**src/rtl/lifo_stack_pkg.sv**
```systemverilog
// Shared types and sizing helpers for the LIFO stack.
// Op encoding and counter/address width derivation.
package lifo_pkg;

  typedef enum logic [2:0] {
    OP_NONE = 3'd0,
    OP_PUSH = 3'd1,
    OP_POP  = 3'd2,
    OP_TOS  = 3'd3,
    OP_XCHG = 3'd4
  } op_e;

  function automatic int cnt_w(input int depth);
    return $clog2(depth + 1);
  endfunction

  function automatic int addr_w(input int depth);
    return (depth > 1) ? $clog2(depth) : 1;
  endfunction

endpackage

```
**src/rtl/lifo_stack_if.sv**
```systemverilog
// Controller-facing strobe and status bundle of the stack.
// master = controller, slave = stack.
interface lifo_stack_if
  import lifo_pkg::*;
#(
  parameter int DATA_W = 8,
  parameter int DEPTH  = 32
);

  localparam int CNT_W = cnt_w(DEPTH);

  logic              push;
  logic              pop;
  logic              tos;
  logic [DATA_W-1:0] d_in;
  logic [DATA_W-1:0] d_out;
  logic              d_valid;
  logic [CNT_W-1:0]  count;
  logic              empty;
  logic              full;
  logic              overflow;
  logic              underflow;

  modport master (
    output push, pop, tos, d_in,
    input  d_out, d_valid, count,
    input  empty, full,
    input  overflow, underflow
  );

  modport slave (
    input  push, pop, tos, d_in,
    output d_out, d_valid, count,
    output empty, full,
    output overflow, underflow
  );

endinterface

```
**src/rtl/lifo_stack_mem.sv**
```systemverilog
// Stack storage: one synchronous write port, one async read port.
// Contents are never cleared.
module lifo_stack_mem
  import lifo_pkg::*;
#(
  parameter int DATA_W = 8,
  parameter int DEPTH  = 32,
  parameter int AW     = addr_w(DEPTH)
) (
  input  logic              clk,
  input  logic              i_we,
  input  logic [AW-1:0]     i_waddr,
  input  logic [DATA_W-1:0] i_wdata,
  input  logic [AW-1:0]     i_raddr,
  output logic [DATA_W-1:0] o_rdata
);

  logic [DATA_W-1:0] r_mem [DEPTH];

  always_ff @(posedge clk) begin
    if (i_we) begin
      r_mem[i_waddr] <= i_wdata;
    end
  end

  assign o_rdata = r_mem[i_raddr];

endmodule

```
**src/rtl/lifo_stack.sv**
```systemverilog
// Parametrised stack: op decode, occupancy counter,
// sticky error flags and the registered read port.
module lifo_stack
  import lifo_pkg::*;
#(
  parameter int DATA_W = 8,
  parameter int DEPTH  = 32
) (
  input  logic        clk,
  input  logic        rst,
  lifo_stack_if.slave bus
);

  localparam int CNT_W = cnt_w(DEPTH);
  localparam int AW    = addr_w(DEPTH);

  localparam logic [CNT_W-1:0] DEPTH_C = CNT_W'(DEPTH);
  localparam logic [CNT_W-1:0] ONE_C   = CNT_W'(1);

  logic [CNT_W-1:0]  r_count;
  logic [DATA_W-1:0] r_dout;
  logic              r_dv;
  logic              r_ovf;
  logic              r_unf;

  op_e               w_op;
  logic              w_peek;
  logic              w_empty;
  logic              w_full;
  logic              w_rd;
  logic              w_we;
  logic              w_wr_top;
  logic              w_set_ovf;
  logic              w_set_unf;
  logic [CNT_W-1:0]  w_cnt_nxt;
  logic [AW-1:0]     w_raddr;
  logic [AW-1:0]     w_waddr;
  logic [DATA_W-1:0] w_rdata;

  assign w_empty = (r_count == '0);
  assign w_full  = (r_count == DEPTH_C);

  // Top entry sits at count-1; only used when not empty.
  assign w_raddr = AW'(r_count - ONE_C);
  assign w_waddr = w_wr_top ? w_raddr
                            : AW'(r_count);

  always_comb begin
    w_op = OP_NONE;
    unique case (1'b1)
      bus.push && bus.pop:
        w_op = OP_XCHG;
      bus.pop && !bus.push:
        w_op = OP_POP;
      bus.push && !bus.pop:
        w_op = OP_PUSH;
      bus.tos && !bus.push && !bus.pop:
        w_op = OP_TOS;
      default: ;
    endcase
  end

  // tos alongside a push reads the pre-push top.
  assign w_peek = bus.tos && bus.push && !bus.pop;

  always_comb begin
    w_rd      = w_peek && !w_empty;
    w_we      = 1'b0;
    w_wr_top  = 1'b0;
    w_set_ovf = 1'b0;
    w_set_unf = 1'b0;
    w_cnt_nxt = r_count;
    unique case (w_op)
      OP_PUSH: begin
        if (!w_full) begin
          w_we      = 1'b1;
          w_cnt_nxt = r_count + ONE_C;
        end else begin
          w_set_ovf = 1'b1;
        end
      end
      OP_POP: begin
        if (!w_empty) begin
          w_rd      = 1'b1;
          w_cnt_nxt = r_count - ONE_C;
        end else begin
          w_set_unf = 1'b1;
        end
      end
      OP_TOS: begin
        w_rd = !w_empty;
      end
      OP_XCHG: begin
        w_we = 1'b1;
        if (!w_empty) begin
          w_rd     = 1'b1;
          w_wr_top = 1'b1;
        end else begin
          w_set_unf = 1'b1;
          w_cnt_nxt = r_count + ONE_C;
        end
      end
      default: ;
    endcase
  end

  lifo_stack_mem #(
    .DATA_W (DATA_W),
    .DEPTH  (DEPTH),
    .AW     (AW)
  ) u_mem (
    .clk     (clk),
    .i_we    (w_we && rst),
    .i_waddr (w_waddr),
    .i_wdata (bus.d_in),
    .i_raddr (w_raddr),
    .o_rdata (w_rdata)
  );

  always_ff @(posedge clk) begin
    if (!rst) begin
      r_count <= '0;
      r_dout  <= '0;
      r_dv    <= 1'b0;
      r_ovf   <= 1'b0;
      r_unf   <= 1'b0;
    end else begin
      r_count <= w_cnt_nxt;
      r_dv    <= w_rd;
      if (w_rd) begin
        r_dout <= w_rdata;
      end
      if (w_set_ovf) begin
        r_ovf <= 1'b1;
      end
      if (w_set_unf) begin
        r_unf <= 1'b1;
      end
    end
  end

  assign bus.d_out     = r_dout;
  assign bus.d_valid   = r_dv;
  assign bus.count     = r_count;
  assign bus.empty     = w_empty;
  assign bus.full      = w_full;
  assign bus.overflow  = r_ovf;
  assign bus.underflow = r_unf;

endmodule

```
**src/flat_wrapper.sv**
```systemverilog
// flat-port wrapper written by rule: the top's interface ports become plain ports
module lifo_stack_flat import lifo_pkg::*;
#(
  parameter int DATA_W = 8,
  parameter int DEPTH  = 32
)
  (clk, rst, bus_push, bus_pop, bus_tos, bus_d_in, bus_d_out, bus_d_valid, bus_count, bus_empty, bus_full, bus_overflow, bus_underflow);
  lifo_stack_if #(.DATA_W(DATA_W), .DEPTH(DEPTH)) bus_i ();
  input  logic clk;
  input  logic rst;
  input wire logic [$bits(bus_i.push)-1:0] bus_push;
  input wire logic [$bits(bus_i.pop)-1:0] bus_pop;
  input wire logic [$bits(bus_i.tos)-1:0] bus_tos;
  input wire logic [$bits(bus_i.d_in)-1:0] bus_d_in;
  output wire logic [$bits(bus_i.d_out)-1:0] bus_d_out;
  output wire logic [$bits(bus_i.d_valid)-1:0] bus_d_valid;
  output wire logic [$bits(bus_i.count)-1:0] bus_count;
  output wire logic [$bits(bus_i.empty)-1:0] bus_empty;
  output wire logic [$bits(bus_i.full)-1:0] bus_full;
  output wire logic [$bits(bus_i.overflow)-1:0] bus_overflow;
  output wire logic [$bits(bus_i.underflow)-1:0] bus_underflow;
  assign bus_i.push = bus_push;
  assign bus_i.pop = bus_pop;
  assign bus_i.tos = bus_tos;
  assign bus_i.d_in = bus_d_in;
  assign bus_d_out = bus_i.d_out;
  assign bus_d_valid = bus_i.d_valid;
  assign bus_count = bus_i.count;
  assign bus_empty = bus_i.empty;
  assign bus_full = bus_i.full;
  assign bus_overflow = bus_i.overflow;
  assign bus_underflow = bus_i.underflow;
  lifo_stack #(.DATA_W(DATA_W), .DEPTH(DEPTH)) u_core (.clk(clk), .rst(rst), .bus(bus_i));
endmodule
```
**config.mk**
```make
export PLATFORM = sky130hd
export DESIGN_NAME = lifo_stack_flat
export DESIGN_NICKNAME = d
export VERILOG_FILES = /design/src/rtl/lifo_stack_pkg.sv /design/src/rtl/lifo_stack_if.sv /design/src/rtl/lifo_stack_mem.sv /design/src/rtl/lifo_stack.sv /design/src/flat_wrapper.sv
export SDC_FILE = /design/constraint.sdc
export NUM_CORES = 1
export LEC_CHECK = 0
export CORE_UTILIZATION = 40
export CTS_CLUSTER_SIZE = 30
export DETAILED_ROUTE_END_ITERATION = 16
export GPL_TIMING_DRIVEN = 0
export PLACE_DENSITY = 0.54
export SLEW_MARGIN = 20
export SYNTH_ARGS = -nofsm -noshare
export SYNTH_HDL_FRONTEND = slang
export SYNTH_SLANG_ARGS = --single-unit
```
**constraint.sdc**
```tcl
create_clock -name clk -period 4.6 [get_ports clk]
set_input_delay 0.69 -clock clk [delete_from_list [all_inputs] [get_ports clk]]
set_output_delay 0.69 -clock clk [all_outputs]
set_load 0.03 [all_outputs]
```
== Word level (Yosys, flattened, before mapping) ==
Memories as Yosys holds them, arrays and structs flattened. A register that Yosys moved wholly into a read port is not among the register bits.
Cells that the tools add are included.
W data, S select, Z words.

* $add $sub $neg: 2
* Reductions and logical operators: 17
* Mux-type cells: 18
* Equal/unequal tests: 8

{| class="wikitable"
|+ Operators by type and width
! cell !! number
|-
| $mux W6 || 3
|-
| $pmux W6 S3 || 1
|-
| $pmux W3 S4 || 1
|-
| $mux W1 || 10
|-
| $logic_and A1 B1 Y1 || 9
|-
| $add A6 B1 Y6 const B || 1
|-
| $eq A3 B2 Y1 const B || 2
|-
| $eq A6 B6 Y1 const B || 1
|-
| $logic_not A6 Y1 || 1
|-
| $sub A6 B1 Y6 const B || 1
|-
| $mux W5 || 1
|-
| $logic_not A1 Y1 || 4
|-
| $ne A2 B2 Y1 const B || 2
|-
| $pmux W1 S2 || 2
|-
| $reduce_and A4 Y1 || 1
|-
| $eq A3 B1 Y1 const B || 1
|-
| $eq A3 B3 Y1 const B || 1
|-
| $reduce_bool A3 Y1 || 1
|-
| $ne A2 B1 Y1 const B || 1
|-
| $reduce_or A2 Y1 || 1
|}

* Output and inout bits: 19
* Input port bits: 13
* Memories kept: 1
* Bits in registers: 9
* Logic and storage cells: 50
* Bits in writable memories: 256

{| class="wikitable"
|+ Memory list
! memory !! words !! bits a word !! read ports !! clocked after memory_dff !! write ports !! RTL line !! RTL
|-
| u_core.u_mem.r_mem || 32 || 8 || 1 || 1 || 1 || lifo_stack_mem.sv:18 || <nowiki>logic [DATA_W-1:0] r_mem [DEPTH];</nowiki>
|}

== Longest topological paths before layout ==
Gate-level depths: netlist of the first run.

* Depth after elaboration: 9
* Mapped depth: 11
* Gate-level depth less buffers: 7

== By module ==
Synthesis of the first run repeated with hierarchy kept, for this count alone.

* Cell total of the unflattened synthesis: 525
* Area total of the unflattened synthesis: 10890.4 um2

{| class="wikitable"
|+ Modules (own cells, without submodules)
! module !! area an instance (um2) !! times used !! seq. area each (um2) !! cells an instance
|-
| lifo_stack_mem || 9893.2 || 1 || 7687.4 || 409
|-
| lifo_stack || 997.2 || 1 || 340.3 || 116
|}

== Least setup slack after synthesis of the first run ==
OpenSTA, ideal clock, no wires.

* Path kind: register -> register
* Start point: register u_core.r_count[0] (netlist: u_core.bus.count[0])
* End point: memory u_core.u_mem.r_mem[24][0], enable pin
* Required time: 4.230 ns
* Path slack: 1.421 ns
* Stages on the path, launching flop included: 10
* Library setup time: 0.370 ns
* Buffers on the path: 3
* Period minus slack after synthesis: 3.179 ns
* Arrival time: 2.808 ns
* Cells stage by stage: dfxtp_1 -> buf_2 -> inv_1 -> ha_1 -> clkbuf_1 -> clkbuf_1 -> o211ai_1 -> a2bb2oi_1 -> o22a_1 -> nor2_1

* Word-level cells in the longest chain between the ends: 6
* Elaborated cells on any way between the ends: 11
* Classes of those cells: add/sub (1); eq/ne (1); mux (7); reduce/logical (2)

{| class="wikitable"
|+ RTL lines
! element !! RTL line !! RTL
|-
| from (decl) || lifo_stack.sv:20 || <nowiki>logic [CNT_W-1:0] r_count;</nowiki>
|-
| from (signal assigned) || lifo_stack.sv:128 || <nowiki>r_count <= w_cnt_nxt;</nowiki>
|-
| $eq A6 B6 Y1 || lifo_stack.sv:41 || <nowiki>assign w_full = (r_count == DEPTH_C);</nowiki>
|-
| $mux W1 || lifo_stack.sv:75 || <nowiki>if (!w_full) begin</nowiki>
|-
| $pmux W1 S2 || lifo_stack.sv:73 || <nowiki>unique case (w_op)</nowiki>
|-
| $logic_and A1 B1 Y1 || lifo_stack.sv:113 || <nowiki>.i_we (w_we && rst),</nowiki>
|-
| $mux W1 || lifo_stack_mem.sv:21 || <nowiki>if (i_we) begin</nowiki>
|-
| $mux W1 (implied by the code) || lifo_stack_mem.sv:22 || <nowiki>r_mem[i_waddr] <= i_wdata;</nowiki>
|-
| to (decl) || lifo_stack_mem.sv:18 ||
|}

Parallel ways exist; a longest one is shown, timed or not.

== Final worst setup path of the first run ==
* Start point: register u_core.r_count[0] (netlist: u_core.bus.count[0])
* End point: memory u_core.u_mem.r_mem[8][3], enable pin

The elaborated chain is that of the path after synthesis.

==> results of run 1 <==
[flip-flops by register name (all words and copies together), names as in the netlist]
| name | flops |
|---|---|
| u_core.u_mem.r_mem | 256 |
| u_core.bus.d_out | 8 |
| u_core.bus.count | 6 |
| u_core.bus.d_valid | 1 |
| u_core.bus.overflow | 1 |
| u_core.bus.underflow | 1 |
[repair_timing]
item / 4_1_cts / 5_1_grt
setup endpoints to repair: 0 / 16
gates resized for setup: 0 / 3
setup buffers: 0 / 0
endpoints found under the hold margin: 0 / 0
hold buffers: 0 / 0
[routing by layer]
metal	vias to the layer above	routed length [µm]	track usage, %
met5	-	0	0
met4	0	840	6.23
met3	52	1370	2.31
met2	227	13700	33.1
met1	3262	11700	27.0
li1	2947	-	-
[worst max-delay path, cell delays in order (launching register included)]
cell       delay, ns
dfxtp_1         0.63
buf_2           0.42
inv_1           0.21
ha_1            0.32
clkbuf_1        0.53
clkbuf_1        0.49
o211ai_1        0.28
a2bb2oi_1       0.21
o22a_1          0.34
nor2_1          0.60
[kinds of logic (layout without fill, tap and decap cells)]
kind of cell               Yosys count  after routing  synth area share, %
AOI/OAI and AO/OA                   89             89                 6.03
DFF                                273            273                 71.9
xor gates and xnor gates             9              9                0.706
buffers and inverters               51            134                 2.04
muxes                               55             55                 8.53
adders and majority gates            3              3                0.336
and+or+nand+nor                    248            248                 10.5
[power by group through the flow]
stage | sequential [W] | combinational (W) | clock, W
final | 0.00292 | 0.00351 | 0.00262
after global routing | 0.00292 | 0.00377 | 0.00273
after CTS | 0.00291 | 0.00351 | 0.00265
after global placement | 0.00296 | 0.00346 | 0
after floorplan | 0.00302 | 0.00225 | 0
after detailed placement | 0.00296 | 0.00349 | 0
[area by class of cell]
| type | instances | area share (%) |
|---|---|---|
| buffer | 46 | 1.61 |
| clock buffer | 34 | 5.81 |
| clock inverter | 19 | 2.51 |
| inverter | 5 | 0.145 |
| multi-input combinational | 404 | 22.5 |
| sequential | 273 | 61.8 |
| tap | 372 | 3.58 |
| timing repair buffer | 30 | 2.00 |
[Yosys cell counts, drive strengths merged (6+ instances only)]
cell | instances | area, µm²
nand3 | 46 | 230
a31oi | 19 | 119
mux4 | 32 | 721
a31o | 8 | 70.1
a211oi | 10 | 75.1
nor2b | 7 | 43.8
dfxtp | 17 | 340
nand2 | 122 | 458
clkbuf | 32 | 120
buf | 14 | 88.8
a32oi | 16 | 140
edfxtp | 256 | 7690
and2 | 15 | 93.8
nor4 | 9 | 106
mux2i | 21 | 210
xnor2 | 6 | 52.6
nor2 | 33 | 124
o21ai | 10 | 53.8
[per-stage QoR]
step	total power (W)	instance area, µm²	std cells	hold slack, ns	util, %
2_1_floorplan	0.00528	11200	728	0.628	-
3_3_place_gp	0.00642	11900	1130	0.449	43.9
3_5_place_dp	0.00646	11900	1130	0.474	43.8
4_1_cts	0.00908	13000	1183	0.489	47.8
5_1_grt	0.00942	13000	1183	0.507	47.8
6_report	0.00904	13000	1183	0.482	47.8
[worst min-delay path by stage]
stage | startpoint | end | slack [ns] | cells past startpoint
final | u_core.bus.overflow | u_core.bus.overflow | 0.48 | 1
after global routing | u_core.bus.overflow | u_core.bus.overflow | 0.51 | 1
after CTS | u_core.bus.overflow | u_core.bus.overflow | 0.49 | 1
after detailed placement | u_core.bus.overflow | u_core.bus.overflow | 0.47 | 1
after global placement | u_core.bus.overflow | u_core.bus.overflow | 0.45 | 1
after floorplan | u_core.bus.underflow | u_core.bus.underflow | 0.63 | 2
[cell usage in the layout, fill, tap and decap left out, types with 3 or more instances in the layout]
cell type and count:
buf_2 16, edfxtp_1 256, a32oi_1 16, bufinv_16 9, nand3_1 46, nor2b_1 7, ha_1 3, clkinv_1 4
and2_1 15, nor2_1 30, a21oi_1 3, xor2_1 3, nor4_2 8, inv_1 5, buf_6 3, xnor2_1 6
clkbuf_16 29, o21ai_0 9, dfxtp_1 17, mux4_2 32, a211oi_1 10, o31ai_1 5, a31oi_1 19, o211ai_1 4
nand2_1 122, clkinvlp_4 3, clkdlybuf4s50_1 22, mux2i_1 21, nor3_1 5, a31o_1 8, nor2_2 3, clkbuf_1 36
==> flow_metrics.tcl, run 1 <==
set metrics [dict create \
    wl_per_cell_um 23.3 \
    p_clk_share_pct 28.9 \
    dp_hpwl_mm 18.0 \
    period_needed_ns 4.40 \
    ys_types 50 \
    ys_async_sr_fraction_pct 0 \
    regToRegSetupSlack_ns 0.20 \
    fp.dieH_um 169 \
    avgSynthCellArea_um2 15.3 \
    outcome "completed" \
    slew_violations 0 \
    vias 6488 \
    nFillCells 2368 \
    antenna_found_initial 0 \
    crit_start "u_core.bus.count[0]" \
    ys.flop_type "edfxtp_1" \
    drive_gt1_share_pct 14.2 \
    critPathKind "register to register" \
    drc 0 \
    cts_buffers 29 \
    hold_viol 0 \
    dieWidth_um 169 \
    grt_usage_pct 19.8 \
    seq_area_um2 8030 \
    antenna_left 0 \
    relSlewSlack_pct 27.5 \
    p_comb_share_pct 38.8 \
    die-area_um2 28600 \
    gp_congestion 0.935 \
    multi_input_area_um2 2920 \
    cts_max_level 1 \
    grt_max_degree 33 \
    fin_ws_ns 0.197 \
    crit_path_end "u_core.u_mem.r_mem[8][3]" \
    dp_slack_ns 0.191 \
    cts_tree "done" \
    endpoint_kind "register" \
    cts-root-buf "clkbuf_16" \
    rows 60 \
    clock-sinks 273 \
    ys_warn_count 0 \
    synthesis.area_um2 11200 \
    wl_mm 27.6 \
    p_sw_w 0.00331 \
    grt_pass1_vias 6453 \
    arrival_ns 4.58 \
    reg2reg_depth 9 \
    p_leak_nw 4.15 \
    timing.rr.start "u_core.bus.count[0]" \
    diodes 0 \
    synthesis.nets 744 \
    synth_edf_count 256 \
    power.internal_w 0.00572 \
    start_util_pct 41.1 \
    fin_crit_sh_pct 95.7 \
    start_kind "register" \
    avgViaCountPerCell 5.48 \
    coreArea_um2 27200 \
    rsz0062_at_grt "false" \
    area_growth_pct 16.2 \
    clock_path_buffers 3 \
    critPathMaxFanout 10 \
    syn_inst 728 \
    dr.pass1.iters 5 \
    reg2reg_to "u_core.u_mem.r_mem[8][3]" \
    maxCapViolCount 0 \
    p_sw_share_pct 36.7 \
    grt_pass1_wl_mm 41.0 \
    sequentialPowerShare_pct 32.3 \
    io_pins 32 \
    p_per_area_nw_per_um2 696 \
    hold_class "register to register" \
    ys_seq_area_share_pct 71.9 \
    clock_latency_ns 0.54 \
    setup_viol 0 \
    path_clk_slew_ns 0.06 \
    ir_drop_mv 0.367 \
    fmax_ghz 0.227 \
    gr-total-overflow 0 \
    tns_ns 0 \
    nNetsFinal 805 \
    worst_pin_slew_ns 1.08 \
    clock_skew_ns 0.00681 \
    first_iter_violations 614 \
    ys_seq_elements 273 \
    portBuffers 30 \
    required_ns 4.77 \
]
No activity file was read; power rests on OpenSTA's default activity.
==> run 2: changes to the inputs <==
Settings changed: CORE_MARGIN set to 4, SLEW_MARGIN 20 to 5.
==> run 2 against run 1 <==
- maximum frequency increased by 2.3%
- sequential power about the same
- worst hold slack improved by 0.00054 ns
- sequential share of layout area increased by 0.14 points
- first-iteration DRC count increased by 6.4%
- total power decreased by 1.7%
- utilization decreased by 0.24 points
- critical path type unchanged
- critical endpoint is now u_core.u_mem.r_mem[8][4]
- largest power group unchanged
==> flow_metrics.tcl, run 2 (same netlist as run 1, synthesis figures left out) <==
set metrics [dict create \
    path_clk_slew_ns 0.06 \
    hp-start "u_core.bus.overflow" \
    clock_skew_ns 0.0130 \
    endpoint_kind "register" \
    dr.pass1.iters 5 \
    holdPathStages 1 \
    nFillCells 2338 \
    clock_latency_ns 0.55 \
    dp_hpwl_mm 18.0 \
    grt_pass1_vias 6609 \
    area_growth_pct 16.0 \
    clock-sinks 273 \
    rows 60 \
    drive_gt1_share_pct 13.8 \
    reg2reg_to "u_core.u_mem.r_mem[8][4]" \
    fp.dieH_um 175 \
    maxCapViolCount 0 \
    worst_pin_slew_ns 1.30 \
    timing.rr.start "u_core.bus.count[0]" \
    critPathKind "register to register" \
    holdWs_ns 0.482 \
    final_common_cell "edfxtp_1" \
    reg2reg_depth 9 \
    avgViaCountPerCell 5.49 \
    setup_viol 0 \
    io_pins 32 \
    grt_pass1_wl_mm 40.7 \
    arrival_ns 4.48 \
    coreArea_um2 27300 \
    antenna_left 0 \
    crit_start "u_core.bus.count[0]" \
    antenna_found_initial 1 \
    hold_buffers 0 \
    diodes 0 \
    p_leak_nw 4.14 \
    cts_tree "done" \
    grt_max_degree 33 \
    ir_drop_mv 0.393 \
    stdcell_count 1185 \
    first_iter_violations 653 \
    hold_viol 0 \
    wl_per_cell_um 23.0 \
    regMostFlops "u_core.u_mem.r_mem" \
    largest_reg_flops 256 \
    drc 0 \
    tns_ns 0 \
    die-area_um2 30700 \
    p_per_area_nw_per_um2 686 \
    cts_buffers 30 \
    hold_class "register to register" \
    clock_path_buffers 3 \
    wl_mm 27.3 \
    outcome "completed" \
    power_w 0.00889 \
    critPathMaxFanout 10 \
    dieWidth_um 175 \
    period_needed_ns 4.30 \
    relSlewSlack_pct 13.0 \
    cts-root-buf "clkbuf_16" \
    required_ns 4.77 \
    layout_common_cells "256 x edfxtp_1, 122 x nand2_1, 46 x nand3_1" \
    grt_usage_pct 17.6 \
    fmax_ghz 0.232 \
    slew_violations 0 \
    gr-total-overflow 0 \
    portBuffers 30 \
    place_inst 1130 \
    start_util_pct 41.0 \
    cts_max_level 1 \
    regToRegSetupSlack_ns 0.30 \
    rsz0062_at_grt "false" \
    whs_endpoint "u_core.bus.overflow" \
    postLayoutCoreUtil_pct 47.5 \
    start_kind "register" \
    gp_congestion 0.914 \
    fin_crit_sh_pct 93.6 \
    nNetsFinal 806 \
    vias 6505 \
]
==> run 2: cell types whose count changed in the layout (fill, tap and decap cells not counted), sizes merged <==
cell	before	now
clkbuf	66	67
clkinvlp	3	1
clkdlybuf4s50	22	25
bufinv	9	6
buf	22	19
inv	6	5
clkinv	6	13
==> run 2: critical path, cell delays in order (launching register included) <==
cell and delay [ns]:
dfxtp_1 0.59, buf_2 0.41, inv_1 0.21, ha_1 0.33, clkbuf_1 0.51, clkbuf_1 0.48
o211ai_1 0.28, a2bb2oi_1 0.22, o22a_1 0.33, nor2_1 0.56
==> run 2: final cells by class <==
type / instances / area [µm²] / share of cell area (%)
inverter: 5 / 18.8 / 0.145
sequential: 273 / 8030 / 62.0
tap: 372 / 465 / 3.59
clock inverter: 20 / 244 / 1.88
clock buffer: 35 / 791 / 6.10
timing repair buffer: 30 / 275 / 2.12
buffer: 46 / 209 / 1.61
multi-input combinational: 404 / 2930 / 22.6
==> run 2: power breakdown <==
group          internal [W]  leakage [nW]  switching, W
combinational       0.00122          1.19       0.00227
clock               0.00155         0.506      0.000932
sequential          0.00284          2.44     0.0000736
total               0.00561          4.14       0.00328
==> run 2: how the worst max path moves through the flow <==
stage / end / slack [ns] / cells past startpoint
2_1_floorplan: u_core.u_mem.r_mem[24][0] / 1.42 / 9
3_3_place_gp: u_core.u_mem.r_mem[24][4] / 0.29 / 9
3_5_place_dp: u_core.u_mem.r_mem[28][4] / 0.18 / 9
4_1_cts: u_core.u_mem.r_mem[28][6] / 0.19 / 9
5_1_grt: u_core.u_mem.r_mem[8][2] / 0.03 / 9
6_report: u_core.u_mem.r_mem[8][4] / 0.30 / 9
==> run 2: through the flow <==
step	setup slack [ns]	area [µm²]
floorplan	1.42	11200
global placement	0.288	11900
detailed placement	0.178	11900
CTS	0.190	13000
global route	0.0326	13000
finish	0.295	13000
==> run 2: timing repair <==
item,CTS,global route
buffers inserted,0,0
gates resized for setup,0,4
endpoints found under the setup margin,0,32
endpoints found under the hold margin,0,0
==> run 2: per-layer routing <==
layer / up-vias / share of wire (%) / track usage [%]
li1: 2955 / - / -
met1: 3256 / 43 / 24.2
met2: 239 / 48 / 29.1
met3: 55 / 5.9 / 2.66
met4: 0 / 2.9 / 5.34
met5: - / 0 / 0
==> run 3: changes to the inputs <==
Settings changed: CTS_BUF_LIST set to sky130_fd_sc_hd__clkbuf_4 sky130_fd_sc_hd__clkbuf_8 sky130_fd_sc_hd__clkbuf_16.
==> run 3 against run 2 <==
- highest routed layer unchanged
- combinational power barely moved
- clock power barely moved
- largest power group unchanged
- critical path type unchanged
- routed wire length barely moved
- clock-buffer cell count did not move
- design area rose by 0.12%
==> flow_metrics.tcl, run 3 (same netlist as run 1, synthesis figures left out) <==
set metrics [dict create \
    outcome "completed" \
    area_growth_pct 16.1 \
    io_pins 32 \
    fin_ws_ns 0.328 \
    worst_pin_slew_ns 1.32 \
    cp_top_family "buffers and inverters" \
    hold_class "register to register" \
    cts_max_level 1 \
    fmax_ghz 0.234 \
    gr-total-overflow 0 \
    antenna_left 0 \
    relSlewSlack_pct 11.5 \
    fp.dieH_um 175 \
    seq_area_um2 8030 \
    cts_tree "done" \
    grt_pass1_vias 6609 \
    layout_common_cells "256 x edfxtp_1, 122 x nand2_1, 46 x nand3_1" \
    cts_buffers 30 \
    largest_reg_flops 256 \
    slew_violations 0 \
    grt_pass1_wl_mm 40.7 \
    arrival_ns 4.45 \
    final_common_cell "edfxtp_1" \
    period_needed_ns 4.27 \
    diodes 0 \
    clock_skew_ns 0.0110 \
    multi_input_area_um2 2930 \
    p_leak_nw 4.15 \
    start_kind "register" \
    regMostFlops "u_core.u_mem.r_mem" \
    setup_viol 0 \
    hold_viol 0 \
    dp_hpwl_mm 18.0 \
    endpoint_kind "register" \
    rows 60 \
    slowest_stage "dfxtp_1" \
    post-cts-setup-buffers 0 \
    coreArea_um2 27300 \
    die-area_um2 30700 \
    hold_buffers 0 \
    p_per_area_nw_per_um2 687 \
    critPathMaxFanout 10 \
    ir_drop_mv 0.394 \
    grt_usage_pct 17.6 \
    nFillCells 2340 \
    rsz0062_at_grt "false" \
    wl_per_cell_um 23.0 \
    critPathKind "register to register" \
    cts-root-buf "clkbuf_16" \
    dp_slack_ns 0.178 \
    path_buf_inv 4 \
    grt_max_degree 33 \
    fin_crit_sh_pct 92.9 \
    drive_gt1_share_pct 14.3 \
    place_inst 1130 \
    cp_common_cell "clkbuf_1" \
    first_iter_violations 644 \
    clock_path_buffers 3 \
    tns_ns 0 \
    nNetsFinal 806 \
    avgViaCountPerCell 5.46 \
    start_util_pct 41.0 \
    portBuffers 30 \
    dieWidth_um 175 \
    slowest_delay_ns 0.59 \
    dr.pass1.iters 5 \
    power_w 0.00891 \
    clock-sinks 273 \
    path_clk_slew_ns 0.06 \
    stdcell_count 1185 \
    cts_resized 0 \
    gp_congestion 0.914 \
    wl_mm 27.3 \
    vias 6466 \
    antenna_found_initial 1 \
    maxCapViolCount 0 \
    clock_latency_ns 0.55 \
    crit_chain "buf_2 > inv_1 > ha_1 > clkbuf_1 > clkbuf_1 > o211ai_1 > a2bb2oi_1 > o22a_1 > nor2_1" \
    required_ns 4.78 \
    drc 0 \
]
run 3: final timing paths:
check,startpoint,end,slack [ns],cells past startpoint
max,u_core.bus.count[0],u_core.u_mem.r_mem[8][4],0.33,9
min,u_core.bus.overflow,u_core.bus.overflow,0.48,1
max reg2reg,u_core.bus.count[0],u_core.u_mem.r_mem[8][4],0.33,9
min reg2reg,u_core.bus.overflow,u_core.bus.overflow,0.48,1
run 3: metrics by stage:
step	cell area (µm²)	util, %	hold slack (ns)
final	13000	47.6	0.482
after global routing	13000	47.6	0.509
after CTS	13000	47.6	0.487
after detailed placement	11900	43.8	0.472
after global placement	11900	43.8	0.447
after floorplan	11200	-	0.628
run 3: final cells by class:
cell class,instances,share of cell area [%]
Inverter,5,0.145
Tap cell,372,3.59
Timing Repair Buffer,30,2.12
Clock inverter,20,1.88
Multi-Input combinational cell,404,22.6
Buffer,46,1.61
Clock buffer,35,6.21
Sequential cell,273,61.9
run 3: metal layers:
layer | vias to the layer above | track usage [%] | part of all wire (%)
met5 | - | 0 | 0
met4 | 0 | 5.34 | 2.6
met3 | 48 | 2.66 | 6.0
met2 | 214 | 29.1 | 49
met1 | 3247 | 24.2 | 43
li1 | 2957 | - | -
run 3: report_power, final:
part,switching (W),internal (W)
combinational,0.00227,0.00122
clock,0.000929,0.00158
sequential,0.0000746,0.00284
total,0.00328,0.00563
